[src/rtl/fifo_sync.sv]
// -----------------------------------------------------------------------------
// fifo_sync: single-clock parametrised FIFO for pixel/line buffering.
//
// Features: occupancy count, almost-full/almost-empty thresholds, sticky
// overflow/underflow flags, one-cycle pushed_last/popped_last pulses, and a
// choice of registered read (FWFT=0) or first-word-fall-through (FWFT=1).
//
// Ports:
//   clock        in   rising-edge clock for all logic
//   reset_n      in   synchronous active-low reset
//   enable       in   1 = push/pop honoured, 0 = state frozen
//   clear        in   synchronous active-high flush (memory contents kept)
//   fifo_ready   out  1 = out of reset/clear and usable
//   push         in   write request
//   in_data      in   write data
//   pop          in   read request
//   out_data     out  read data
//   out_valid    out  out_data qualifier
//   count        out  occupancy 0..DEPTH
//   full, empty  out  count==DEPTH / count==0
//   almost_full  out  count >= ALMOST_FULL_LEVEL
//   almost_empty out  count <= ALMOST_EMPTY_LEVEL
//   overflow     out  sticky: push rejected because full
//   underflow    out  sticky: pop rejected because empty
//   pushed_last  out  pulse: an accepted push made the FIFO full
//   popped_last  out  pulse: an accepted pop made the FIFO empty
// -----------------------------------------------------------------------------
module fifo_sync #(
    parameter int FIFO_SIZE          = 3,
    parameter int DATA_WIDTH         = 8,
    parameter int ALMOST_FULL_LEVEL  = 6,
    parameter int ALMOST_EMPTY_LEVEL = 1,
    parameter int FWFT               = 0
) (
    input  logic                  clock,
    input  logic                  reset_n,
    input  logic                  enable,
    input  logic                  clear,
    output logic                  fifo_ready,
    input  logic                  push,
    input  logic [DATA_WIDTH-1:0] in_data,
    input  logic                  pop,
    output logic [DATA_WIDTH-1:0] out_data,
    output logic                  out_valid,
    output logic [FIFO_SIZE:0]    count,
    output logic                  full,
    output logic                  empty,
    output logic                  almost_full,
    output logic                  almost_empty,
    output logic                  overflow,
    output logic                  underflow,
    output logic                  pushed_last,
    output logic                  popped_last
);

    localparam int                 DEPTH   = 1 << FIFO_SIZE;
    localparam logic [FIFO_SIZE:0] DEPTH_C = DEPTH[FIFO_SIZE:0];
    localparam logic [FIFO_SIZE:0] AF_C    = ALMOST_FULL_LEVEL[FIFO_SIZE:0];
    localparam logic [FIFO_SIZE:0] AE_C    = ALMOST_EMPTY_LEVEL[FIFO_SIZE:0];
    localparam logic [FIFO_SIZE:0] CNT_ONE = 1;
    localparam logic [FIFO_SIZE-1:0] PTR_ONE = 1;

    logic [DATA_WIDTH-1:0] mem_q [DEPTH];

    logic [FIFO_SIZE-1:0]  wr_ptr_q, wr_ptr_d;
    logic [FIFO_SIZE-1:0]  rd_ptr_q, rd_ptr_d;
    logic [FIFO_SIZE:0]    count_q, count_d;
    logic                  overflow_q, overflow_d;
    logic                  underflow_q, underflow_d;
    logic                  pushed_last_q, pushed_last_d;
    logic                  popped_last_q, popped_last_d;
    logic [DATA_WIDTH-1:0] rd_data_q, rd_data_d;
    logic                  rd_valid_q, rd_valid_d;
    logic                  ready_q;

    logic full_w, empty_w;
    logic push_acc, pop_acc;

    // Flags come straight from the registered count, so full/empty never
    // depend on comparing pointers and cannot disagree with count.
    assign full_w  = (count_q == DEPTH_C);
    assign empty_w = (count_q == '0);

    always_comb begin
        // NOTE: every signal driven here gets a default first, so no path
        // leaves it unassigned and no latch is inferred.
        push_acc      = 1'b0;
        pop_acc       = 1'b0;
        wr_ptr_d      = wr_ptr_q;
        rd_ptr_d      = rd_ptr_q;
        count_d       = count_q;
        overflow_d    = overflow_q;
        underflow_d   = underflow_q;
        pushed_last_d = 1'b0;
        popped_last_d = 1'b0;
        rd_data_d     = rd_data_q;
        rd_valid_d    = rd_valid_q;

        if (enable) begin
            pop_acc  = pop & ~empty_w;
            // A pop in the same cycle frees a slot, so a full FIFO still
            // takes the push.
            push_acc = push & (~full_w | pop_acc);

            if (pop & empty_w)    underflow_d = 1'b1;
            if (push & ~push_acc) overflow_d  = 1'b1;

            if (push_acc) wr_ptr_d = wr_ptr_q + PTR_ONE;
            if (pop_acc)  rd_ptr_d = rd_ptr_q + PTR_ONE;

            case ({push_acc, pop_acc})
                2'b10:   count_d = count_q + CNT_ONE;
                2'b01:   count_d = count_q - CNT_ONE;
                default: count_d = count_q;
            endcase

            pushed_last_d = push_acc & ~pop_acc & (count_q == DEPTH_C - CNT_ONE);
            popped_last_d = pop_acc & ~push_acc & (count_q == CNT_ONE);

            // Registered-read path: valid only in the cycle after a pop.
            rd_valid_d = pop_acc;
            if (pop_acc) rd_data_d = mem_q[rd_ptr_q];
        end
    end

    always_ff @(posedge clock) begin
        // NOTE: sequential state uses non-blocking assignments only, so every
        // register samples the pre-edge values regardless of statement order.
        if (!reset_n) begin
            wr_ptr_q      <= '0;
            rd_ptr_q      <= '0;
            count_q       <= '0;
            overflow_q    <= 1'b0;
            underflow_q   <= 1'b0;
            pushed_last_q <= 1'b0;
            popped_last_q <= 1'b0;
            rd_data_q     <= '0;
            rd_valid_q    <= 1'b0;
            ready_q       <= 1'b0;
        end else if (clear) begin
            // Flush everything except the last read word.
            wr_ptr_q      <= '0;
            rd_ptr_q      <= '0;
            count_q       <= '0;
            overflow_q    <= 1'b0;
            underflow_q   <= 1'b0;
            pushed_last_q <= 1'b0;
            popped_last_q <= 1'b0;
            rd_valid_q    <= 1'b0;
            ready_q       <= 1'b0;
        end else begin
            wr_ptr_q      <= wr_ptr_d;
            rd_ptr_q      <= rd_ptr_d;
            count_q       <= count_d;
            overflow_q    <= overflow_d;
            underflow_q   <= underflow_d;
            pushed_last_q <= pushed_last_d;
            popped_last_q <= popped_last_d;
            rd_data_q     <= rd_data_d;
            rd_valid_q    <= rd_valid_d;
            ready_q       <= 1'b1;
        end
    end

    // NOTE: the storage array has no reset; pointers and count define which
    // entries are live, so clearing the array would only cost logic.
    always_ff @(posedge clock) begin
        if (reset_n && !clear && push_acc) begin
            mem_q[wr_ptr_q] <= in_data;
        end
    end

    // In FWFT mode the head word is shown combinationally; it is forced to
    // zero while empty so stale memory never appears on the bus.
    assign out_data     = (FWFT != 0) ? (empty_w ? '0 : mem_q[rd_ptr_q]) : rd_data_q;
    assign out_valid    = (FWFT != 0) ? ~empty_w : rd_valid_q;

    assign fifo_ready   = ready_q;
    assign count        = count_q;
    assign full         = full_w;
    assign empty        = empty_w;
    assign almost_full  = (count_q >= AF_C);
    assign almost_empty = (count_q <= AE_C);
    assign overflow     = overflow_q;
    assign underflow    = underflow_q;
    assign pushed_last  = pushed_last_q;
    assign popped_last  = popped_last_q;

endmodule

[config.mk]
export PLATFORM = sky130hd
export DESIGN_NAME = fifo_sync
export DESIGN_NICKNAME = d
export VERILOG_FILES = /design/src/rtl/fifo_sync.sv
export SDC_FILE = /design/constraint.sdc
export NUM_CORES = 1
export LEC_CHECK = 0
export ABC_AREA = 1
export BUFFER_PORTS_ARGS = -buffer_cell sky130_fd_sc_hd__buf_4
export CAP_MARGIN = 20
export CELL_PAD_IN_SITES_DETAIL_PLACEMENT = 0
export CELL_PAD_IN_SITES_GLOBAL_PLACEMENT = 2
export CORE_MARGIN = 2
export CORE_UTILIZATION = 40
export CTS_BUF_LIST = sky130_fd_sc_hd__clkbuf_8
export DETAILED_ROUTE_END_ITERATION = 6
export PLACE_DENSITY = 0.91
export SLEW_MARGIN = 20
export SYNTH_ARGS = -nofsm -noshare
export SYNTH_HDL_FRONTEND = slang
export SYNTH_SLANG_ARGS = --single-unit
[constraint.sdc]
create_clock -name clock -period 2.8 [get_ports clock]
set_clock_uncertainty 0.15 [all_clocks]
set_input_delay 0.7 -clock clock [delete_from_list [all_inputs] [get_ports clock]]
set_output_delay 0.7 -clock clock [all_outputs]
set_load 0.01 [all_outputs]
==> results.env, run 1 <==
STATUS='finished clean'
INITIAL_CORE_UTIL=0.409
OVERFLOW=0
YOSYSUNIQUECELLTYPES=29
POST_SYNTH_MAIN_AREA_CONTRIBUTORS='sky130_fd_sc_hd__edfxtp_1 51%, sky130_fd_sc_hd__dfxtp_1 13%, sky130_fd_sc_hd__nor2_1 7.9%'
SYNTH.LARGEST_AREA_CELL='sky130_fd_sc_hd__edfxtp_1'
MAXIMUM_FANOUT_COUNT_ALONG_THE_CRITICAL_PATH=8
PLACEMENT_ROWS=35
CLK_PIN_SLEW_WORST_PATHS_NS=0.09
SYN_NETS=380
CORE_AR_UM2=9150
CTS-ROOT-TO-SINK-BUFFERS=2
POST_CTS.REPAIR.SETUP_BUFFERS=0
FINAL_NET_COUNT=419
AVG_CELL_AREA_SYN_UM2=10.4
NETLIST.AREA_LEADER.SHARE=0.513
TIMING.CRITICAL_PATH.SLOWEST_STAGE_CELL='sky130_fd_sc_hd__nor2_1'
ANT_NETS=0
AVERAGE_DETAILED_ROUTED_WIRE_LENGTH_PER_INSTANCE_UM=16.2
LAYOUT_CELL_SHARE_WITH_DRIVE_STRENGTH_BEYOND_1=0.198
FIN_CRIT_NS=2.51
FIN_SETUP_TNS_NS=0
ANTENNA_FIX_CELLS=0
CRITICAL_SETUP_PATH_KIND='register to register'
SYNTH_WARNINGS=0
VIAS=2614
POST_CTS_RESIZE_COUNT=0
CRIT_PATH_FREQUENT_CELL='sky130_fd_sc_hd__nand2_4'
DIE_H_UM=101
DESIGN_POWER_TOTAL_mW=2.39
CRITPATHREQUIREDTIME_NS=2.63
SYNTH_ASYNC_SR_FLOP_SHARE=0
MIN_PERIOD_OVER_PERIOD=0.897
IR_WORST_VDD_mV=0.265
IO_BUFFER_COUNT=35
MAXSLEWVIOLCOUNT=0
POWER_DENSITY_nW_PER_UM2=554
SYNTH-EDFF-COUNT=64
CTS.HOLD.BUFFERS_ADDED=0
NET-SWITCHING-POWER_mW=0.537
TOP_CELLS_BY_COUNT_SYNTH='79 x sky130_fd_sc_hd__nor2_1, 64 x sky130_fd_sc_hd__edfxtp_1, 37 x sky130_fd_sc_hd__nand2_1, 37 x sky130_fd_sc_hd__o21ai_0, 33 x sky130_fd_sc_hd__nand3_1'
WORSTPATHARRIVAL_NS=2.35
SEQ_AREA_FRAC_SYNTH=0.642
WORST_PATH_LARGEST_CELL_DELAY_NS=0.50
HOLD_VIOL_FINAL=0
FINISH.CELL_COUNT_WITHOUT_FILLERS=515
YOSYS.CELL_COUNT.TOP_TYPE='sky130_fd_sc_hd__nor2_1'
CRIT_CHAIN='inv_1 > ha_1 > nand2_4 > nand2_4 > nand2_2 > nand2_4 > nor2_4 > nand2_2 > nor2_1'
LARGEST_NET_DEGREE_AT_THE_START_OF_GLOBAL_ROUTING=35
FLOORPLAN.DIE_AREA_UM2=10100
PLACE_INST=499
DIE_WIDTH_UM=101
FINALWIRELENGTH_UM=8340
FIRST_ITER_VIOLATIONS=199
HOLDCRITPATHCLASS='register to register'
GRT_UTIL_ALL_LAYERS=0.175
NUMBER_OF_DRC_VIOLATIONS_AFTER_DETAILED_ROUTING=0
CTS_TREE='built'
RSZ0062_AT_GRT='false'
SETUP_VIOLATIONS=0
YS_FF_LATCH=88
CTS_INSERTED_BUFFERS=9
GRT_PASS1_WL_UM=13000
STATIC-LEAKAGE-POWER_nW=1.63
COMB_POWER_SHARE=0.050
FIRST_GLOBAL_VIAS=2455
SYNTH.CELL_AREA_UM2=3740
SYNTHCELLS=360
CRITICAL_PATH_BUF_INV_COUNT=1
ACHIEVABLE-FREQUENCY_GHz=0.398
POWER_REPORT.INTERNAL_TOTAL_mW=1.85
POWER.SHARE.CLOCK=0.362
LATER_PIN_CLOCK_LATENCY_IN_THE_SKEW_REPORT_NS=0.36
WORST_PATH_DOMINANT_CELL_FAMILY='simple AND/OR/NAND/NOR gates'
POST_DRT_VIA_CELL_RATIO=5.08
TIGHTESTPINTRANSITION_NS=0.815
YS_DOMINANT_REG_CELL='sky130_fd_sc_hd__edfxtp_1'
NUMBER_OF_I_O_PINS=36
FLOW.AREA_GROWTH_FROM_SYNTHESIS_PCT=15.3
CLOCK-SINKS=88
TIMING.CRITICAL_PATH.FROM_TYPE='register'
SLEW_HEADROOM=0.456
POWER.SHARE.SEQUENTIAL=0.588
SW_FRAC=0.225
GP_CONGESTION=0.862
DRT_PRE_ANTENNA_ITERS=4
POST-DP-HPWL_UM=5890
WORST_SETUP_PATH_END_KIND='register'
CTSROOTBUFFERMASTER='sky130_fd_sc_hd__clkbuf_8'
CTS-HTREE-LEVELS=3
INITIAL_ANTENNA_VIOLATION_COUNT=0
CAP_VIOLATIONS=0
[power groups by stage]
stage,sequential [mW],combinational [mW],clock (mW)
after floorplan,1.44,0.0603,0
after global placement,1.44,0.121,0
after detailed placement,1.44,0.120,0
after CTS,1.41,0.121,0.893
after global routing,1.41,0.133,0.939
final,1.41,0.119,0.866
[through the flow]
stage               setup WS, ns  hold WS (ns)  area, um^2  utilization
global route               0.132         0.344        4320        0.471
floorplan                  0.517         0.337        3740            -
global placement           0.420         0.305        4120        0.450
finish                     0.288         0.326        4320        0.471
CTS                        0.264         0.323        4320        0.471
detailed placement         0.302         0.309        4120        0.450
[final timing paths]
kind	cells after the start	slack, ns	end	start
worst max register to register	9	0.29	mem_q[5][2]	count[0]
worst min register to register	2	0.33	out_data[4]	out_data[4]
worst max-delay path	9	0.29	mem_q[5][2]	count[0]
worst min-delay path	2	0.33	out_data[4]	out_data[4]
[placed cells by master (no fill, tap or decap), drive strengths merged]
cell type,instances
ha,6
nand3,35
nor2,82
nand4,2
inv,23
nand2,46
nor4,1
clkinvlp,2
dfxtp,24
nor3,3
buf,42
bufinv,1
or2,1
edfxtp,64
o21ai,37
xor2,1
a21oi,18
clkinv,4
clkbuf,9
o21a,2
xnor2,1
[worst reg2reg max path, stage by stage, from the launching register on]
cell	delay, ns
sky130_fd_sc_hd__dfxtp_1	0.47
sky130_fd_sc_hd__inv_1	0.15
sky130_fd_sc_hd__ha_1	0.29
sky130_fd_sc_hd__nand2_4	0.15
sky130_fd_sc_hd__nand2_4	0.07
sky130_fd_sc_hd__nand2_2	0.08
sky130_fd_sc_hd__nand2_4	0.07
sky130_fd_sc_hd__nor2_4	0.11
sky130_fd_sc_hd__nand2_2	0.09
sky130_fd_sc_hd__nor2_1	0.50
[layer usage]
| metal | up-vias | track usage | routed length, um |
|---|---|---|---|
| li1 | 1303 | - | - |
| met1 | 1221 | 0.246 | 3710 |
| met2 | 77 | 0.269 | 3880 |
| met3 | 13 | 0.0347 | 566 |
| met4 | 0 | 0.0643 | 180 |
| met5 | - | 0 | 0 |
[cells by family (layout without fill, tap and decap cells)]
group / Yosys count / count (layout) / synth area share
fa+ha+maj: 6 / 6 / 0.0201
xor+xnor: 2 / 2 / 0.00468
simple gates: 170 / 170 / 0.211
compound gates: 57 / 57 / 0.0785
buf+inv: 37 / 81 / 0.0438
flops: 88 / 88 / 0.642
[state kept, by name, indices dropped and copies added (netlist names)]
name / count
out_valid: 1
out_data: 8
rd_ptr_q: 3
count: 4
fifo_ready: 1
popped_last: 1
wr_ptr_q: 3
overflow: 1
pushed_last: 1
underflow: 1
mem_q: 64
[final cells by class]
cell class / instances / area (um^2)
Fill cell: 828 / 4840
Sequential cell: 88 / 2400
Multi-Input combinational cell: 235 / 1180
Timing Repair Buffer: 42 / 315
Tap cell: 111 / 139
Clock buffer: 9 / 124
Inverter: 23 / 86.3
Clock inverter: 7 / 71.3
(Power assumes the default switching activity.)
==> run 2: changes to the inputs <==
--- a/config.mk
+++ b/config.mk
@@ -15,6 +15,7 @@
 export CTS_BUF_LIST = sky130_fd_sc_hd__clkbuf_8
 export DETAILED_ROUTE_END_ITERATION = 6
 export PLACE_DENSITY = 0.91
+export SETUP_SLACK_MARGIN = 0.4
 export SLEW_MARGIN = 20
 export SYNTH_ARGS = -nofsm -noshare
 export SYNTH_HDL_FRONTEND = slang
==> results.env, run 2 (synthesized netlist as in run 1, its figures left out) <==
NET-SWITCHING-POWER_mW=0.541  # +0.69%
HOLDCRITPATHCLASS='register to register'
MIN_PERIOD_OVER_PERIOD=0.834  # -0.0630
CTS_TREE='built'
CTS_INSERTED_BUFFERS=9  # unchanged
LARGEST_NET_DEGREE_AT_THE_START_OF_GLOBAL_ROUTING=35  # unchanged
FLIP_FLOP_COUNT_OF_THE_LARGEST_REGISTER_ALL_COPIES_AND_WORDS_ADDED=64  # unchanged
WORSTPATHARRIVAL_NS=2.17  # -0.18 ns
CRIT_PATH_FREQUENT_CELL='sky130_fd_sc_hd__nand2_4'
WORST_R2R_ENDPOINT='mem_q[5][2]'
NUMBER_OF_DRC_VIOLATIONS_AFTER_DETAILED_ROUTING=0  # unchanged
WORST-R2R-SETUP-SLACK_NS=0.46  # +0.18 ns
SETUP.WORST_PATH.START='count[0]'
VIAS=2597  # -0.65%
CORE_AR_UM2=9150  # unchanged
CLOCK-SINKS=88  # unchanged
CTS-ROOT-TO-SINK-BUFFERS=2  # unchanged
STATUS='finished clean'
CTSROOTBUFFERMASTER='sky130_fd_sc_hd__clkbuf_8'
SETUP_VIOLATIONS=0  # unchanged
DIE_H_UM=101  # unchanged
WHS_ENDPOINT='out_data[4]'
MAXSLEWVIOLCOUNT=0  # unchanged
FIRST_ITER_VIOLATIONS=191  # -4.0%
FIN_SETUP_TNS_NS=0  # unchanged
FLOORPLAN.DIE_AREA_UM2=10100  # unchanged
ANT_NETS=0  # unchanged
DRT_PRE_ANTENNA_ITERS=4  # unchanged
ACHIEVABLE-FREQUENCY_GHz=0.428  # +7.6%
CTS.HOLD.BUFFERS_ADDED=0  # unchanged
POST-DP-HPWL_UM=5890  # unchanged
CAP_VIOLATIONS=0  # unchanged
CLK_PIN_SLEW_WORST_PATHS_NS=0.09  # about the same
LATER_PIN_CLOCK_LATENCY_IN_THE_SKEW_REPORT_NS=0.36  # about the same
TIMING.HOLD.WORST.START='out_data[4]'
CTS-HTREE-LEVELS=3  # unchanged
MOSTFREQUENTLAYOUTCELLS='78 x sky130_fd_sc_hd__nor2_1, 64 x sky130_fd_sc_hd__edfxtp_1, 42 x sky130_fd_sc_hd__buf_4, 37 x sky130_fd_sc_hd__nand2_1, 37 x sky130_fd_sc_hd__o21ai_0'
INITIAL_CORE_UTIL=0.409  # unchanged
CRITICAL_PATH_BUF_INV_COUNT=1  # unchanged
WORST_PATH_DOMINANT_CELL_FAMILY='simple AND/OR/NAND/NOR gates'
WORST_SETUP_PATH_END_KIND='register'
STATIC-LEAKAGE-POWER_nW=1.63  # -0.17%
HOLD_VIOL_FINAL=0  # unchanged
TIGHTESTPINTRANSITION_NS=0.798  # -0.0163 ns
FINALWIRELENGTH_UM=8380  # +0.53%
PLACEMENT_ROWS=35  # unchanged
POWER_DENSITY_nW_PER_UM2=552  # -0.32%
SW_FRAC=0.226  # +0.00103
FIRST_GLOBAL_VIAS=2459  # +0.16%
MAX_FLOP_REGISTER='mem_q'
WHS_PATH_DEPTH=2  # unchanged
TIMING.CRITICAL_PATH.FROM_TYPE='register'
GRT_UTIL_ALL_LAYERS=0.175  # +0.000445
MAXIMUM_FANOUT_COUNT_ALONG_THE_CRITICAL_PATH=8  # unchanged
WHS_NS=0.326  # +0.0000880 ns
LAYOUT_COMMONEST_CELL='sky130_fd_sc_hd__nor2_1'
NUMBER_OF_I_O_PINS=36  # unchanged
FF2FF_PATH_DEPTH=9  # unchanged
AVERAGE_DETAILED_ROUTED_WIRE_LENGTH_PER_INSTANCE_UM=16.3  # +0.53%
ANTENNA_FIX_CELLS=0  # unchanged
FIN_CRIT_NS=2.34  # -0.177 ns
FILLERINSTANCES=827  # -0.12%
FINAL_NET_COUNT=419  # unchanged
CRIT-REG2REG-LAUNCH='count[0]'
OVERFLOW=0  # unchanged
IO_BUFFER_COUNT=35  # unchanged
POWER.SHARE.SEQUENTIAL=0.587  # about the same
CRITPATHREQUIREDTIME_NS=2.64  # about the same
GP_CONGESTION=0.862  # unchanged
POWER.SHARE.CLOCK=0.362  # about the same
POWER_REPORT.INTERNAL_TOTAL_mW=1.86  # +0.10%
TIMING.CRITICAL_PATH.SLOWEST_STAGE_CELL='sky130_fd_sc_hd__nor2_1'
COMB_POWER_SHARE=0.051  # about the same
POST_DRT_VIA_CELL_RATIO=5.04  # -0.65%
DIE_WIDTH_UM=101  # unchanged
LAYOUT_CELL_SHARE_WITH_DRIVE_STRENGTH_BEYOND_1=0.208  # +0.00990
CRIT_CHAIN='inv_1 > ha_4 > nand2_4 > nand2_4 > nand2_2 > nand2_4 > nor2_4 > nand2_2 > nor2_1'
INITIAL_ANTENNA_VIOLATION_COUNT=0  # unchanged
SLEW_HEADROOM=0.467  # +0.0109
FLOW.AREA_GROWTH_FROM_SYNTHESIS_PCT=15.9
RSZ0062_AT_GRT='true'
WORST_PATH_LARGEST_CELL_DELAY_NS=0.51  # about the same
IR_WORST_VDD_mV=0.266  # +0.43%
CRITICAL_SETUP_PATH_KIND='register to register'
GRT_PASS1_WL_UM=13000  # +0.16%
[run 2: how the worst max path moves through the flow]
stage             endpoint  slack, ns  depth (start not counted)
6_report       mem_q[5][2]       0.46                          9
5_1_grt        mem_q[5][2]       0.36                          9
4_1_cts               full       0.44                          5
3_5_place_dp   mem_q[5][2]       0.30                          9
3_3_place_gp   mem_q[1][1]       0.42                          9
2_1_floorplan  mem_q[4][0]       0.52                          9
[run 2: layout make-up]
type | instances | area, um^2 | share of cell area
clock buffers | 9 | 124 | 0.0285
inverters | 23 | 86.3 | 0.0199
multi-input cells | 235 | 1200 | 0.276
repair buffers | 42 | 315 | 0.0727
well taps | 111 | 139 | 0.0320
clock inverters | 7 | 71.3 | 0.0164
flip-flops and latches | 88 | 2400 | 0.554
[run 2: power groups by stage]
| stage | Sequential, mW | Clock [mW] | Combinational [mW] |
|---|---|---|---|
| 5_1_grt | 1.41 | 0.939 | 0.135 |
| 3_3_place_gp | 1.44 | 0 | 0.121 |
| 2_1_floorplan | 1.44 | 0 | 0.0603 |
| 4_1_cts | 1.41 | 0.893 | 0.121 |
| 3_5_place_dp | 1.44 | 0 | 0.120 |
| 6_report | 1.41 | 0.868 | 0.122 |
[run 2: per-layer routing]
layer  global-route usage  up-vias  wire (um)
li1                     -     1305          -
met1                0.246     1204       3830
met2                0.270       74       3860
met3               0.0347       14        502
met4               0.0643        0        181
met5                    0        -          0
[run 2: through the flow]
step / utilization / setup WS [ns] / cells / cell area, um^2 / total power [mW]
floorplan: - / 0.517 / 360 / 3740 / 1.50
global placement: 0.450 / 0.420 / 499 / 4120 / 1.56
detailed placement: 0.450 / 0.302 / 499 / 4120 / 1.56
CTS: 0.472 / 0.437 / 515 / 4320 / 2.42
global route: 0.474 / 0.361 / 515 / 4340 / 2.48
finish: 0.474 / 0.465 / 515 / 4340 / 2.40
[run 2: worst register-to-register path, cell delays in order, from the launching register on]
cell and delay [ns]:
sky130_fd_sc_hd__dfxtp_2 0.41, sky130_fd_sc_hd__inv_1 0.14, sky130_fd_sc_hd__ha_4 0.21, sky130_fd_sc_hd__nand2_4 0.12, sky130_fd_sc_hd__nand2_4 0.07, sky130_fd_sc_hd__nand2_2 0.08
sky130_fd_sc_hd__nand2_4 0.07, sky130_fd_sc_hd__nor2_4 0.11, sky130_fd_sc_hd__nand2_2 0.09, sky130_fd_sc_hd__nor2_1 0.51
[run 2: what timing repair did]
item	4_1_cts	5_1_grt
hold endpoints to repair	0	0
setup buffers	0	0
resized for setup	3	3
endpoints found under the setup margin	44	42
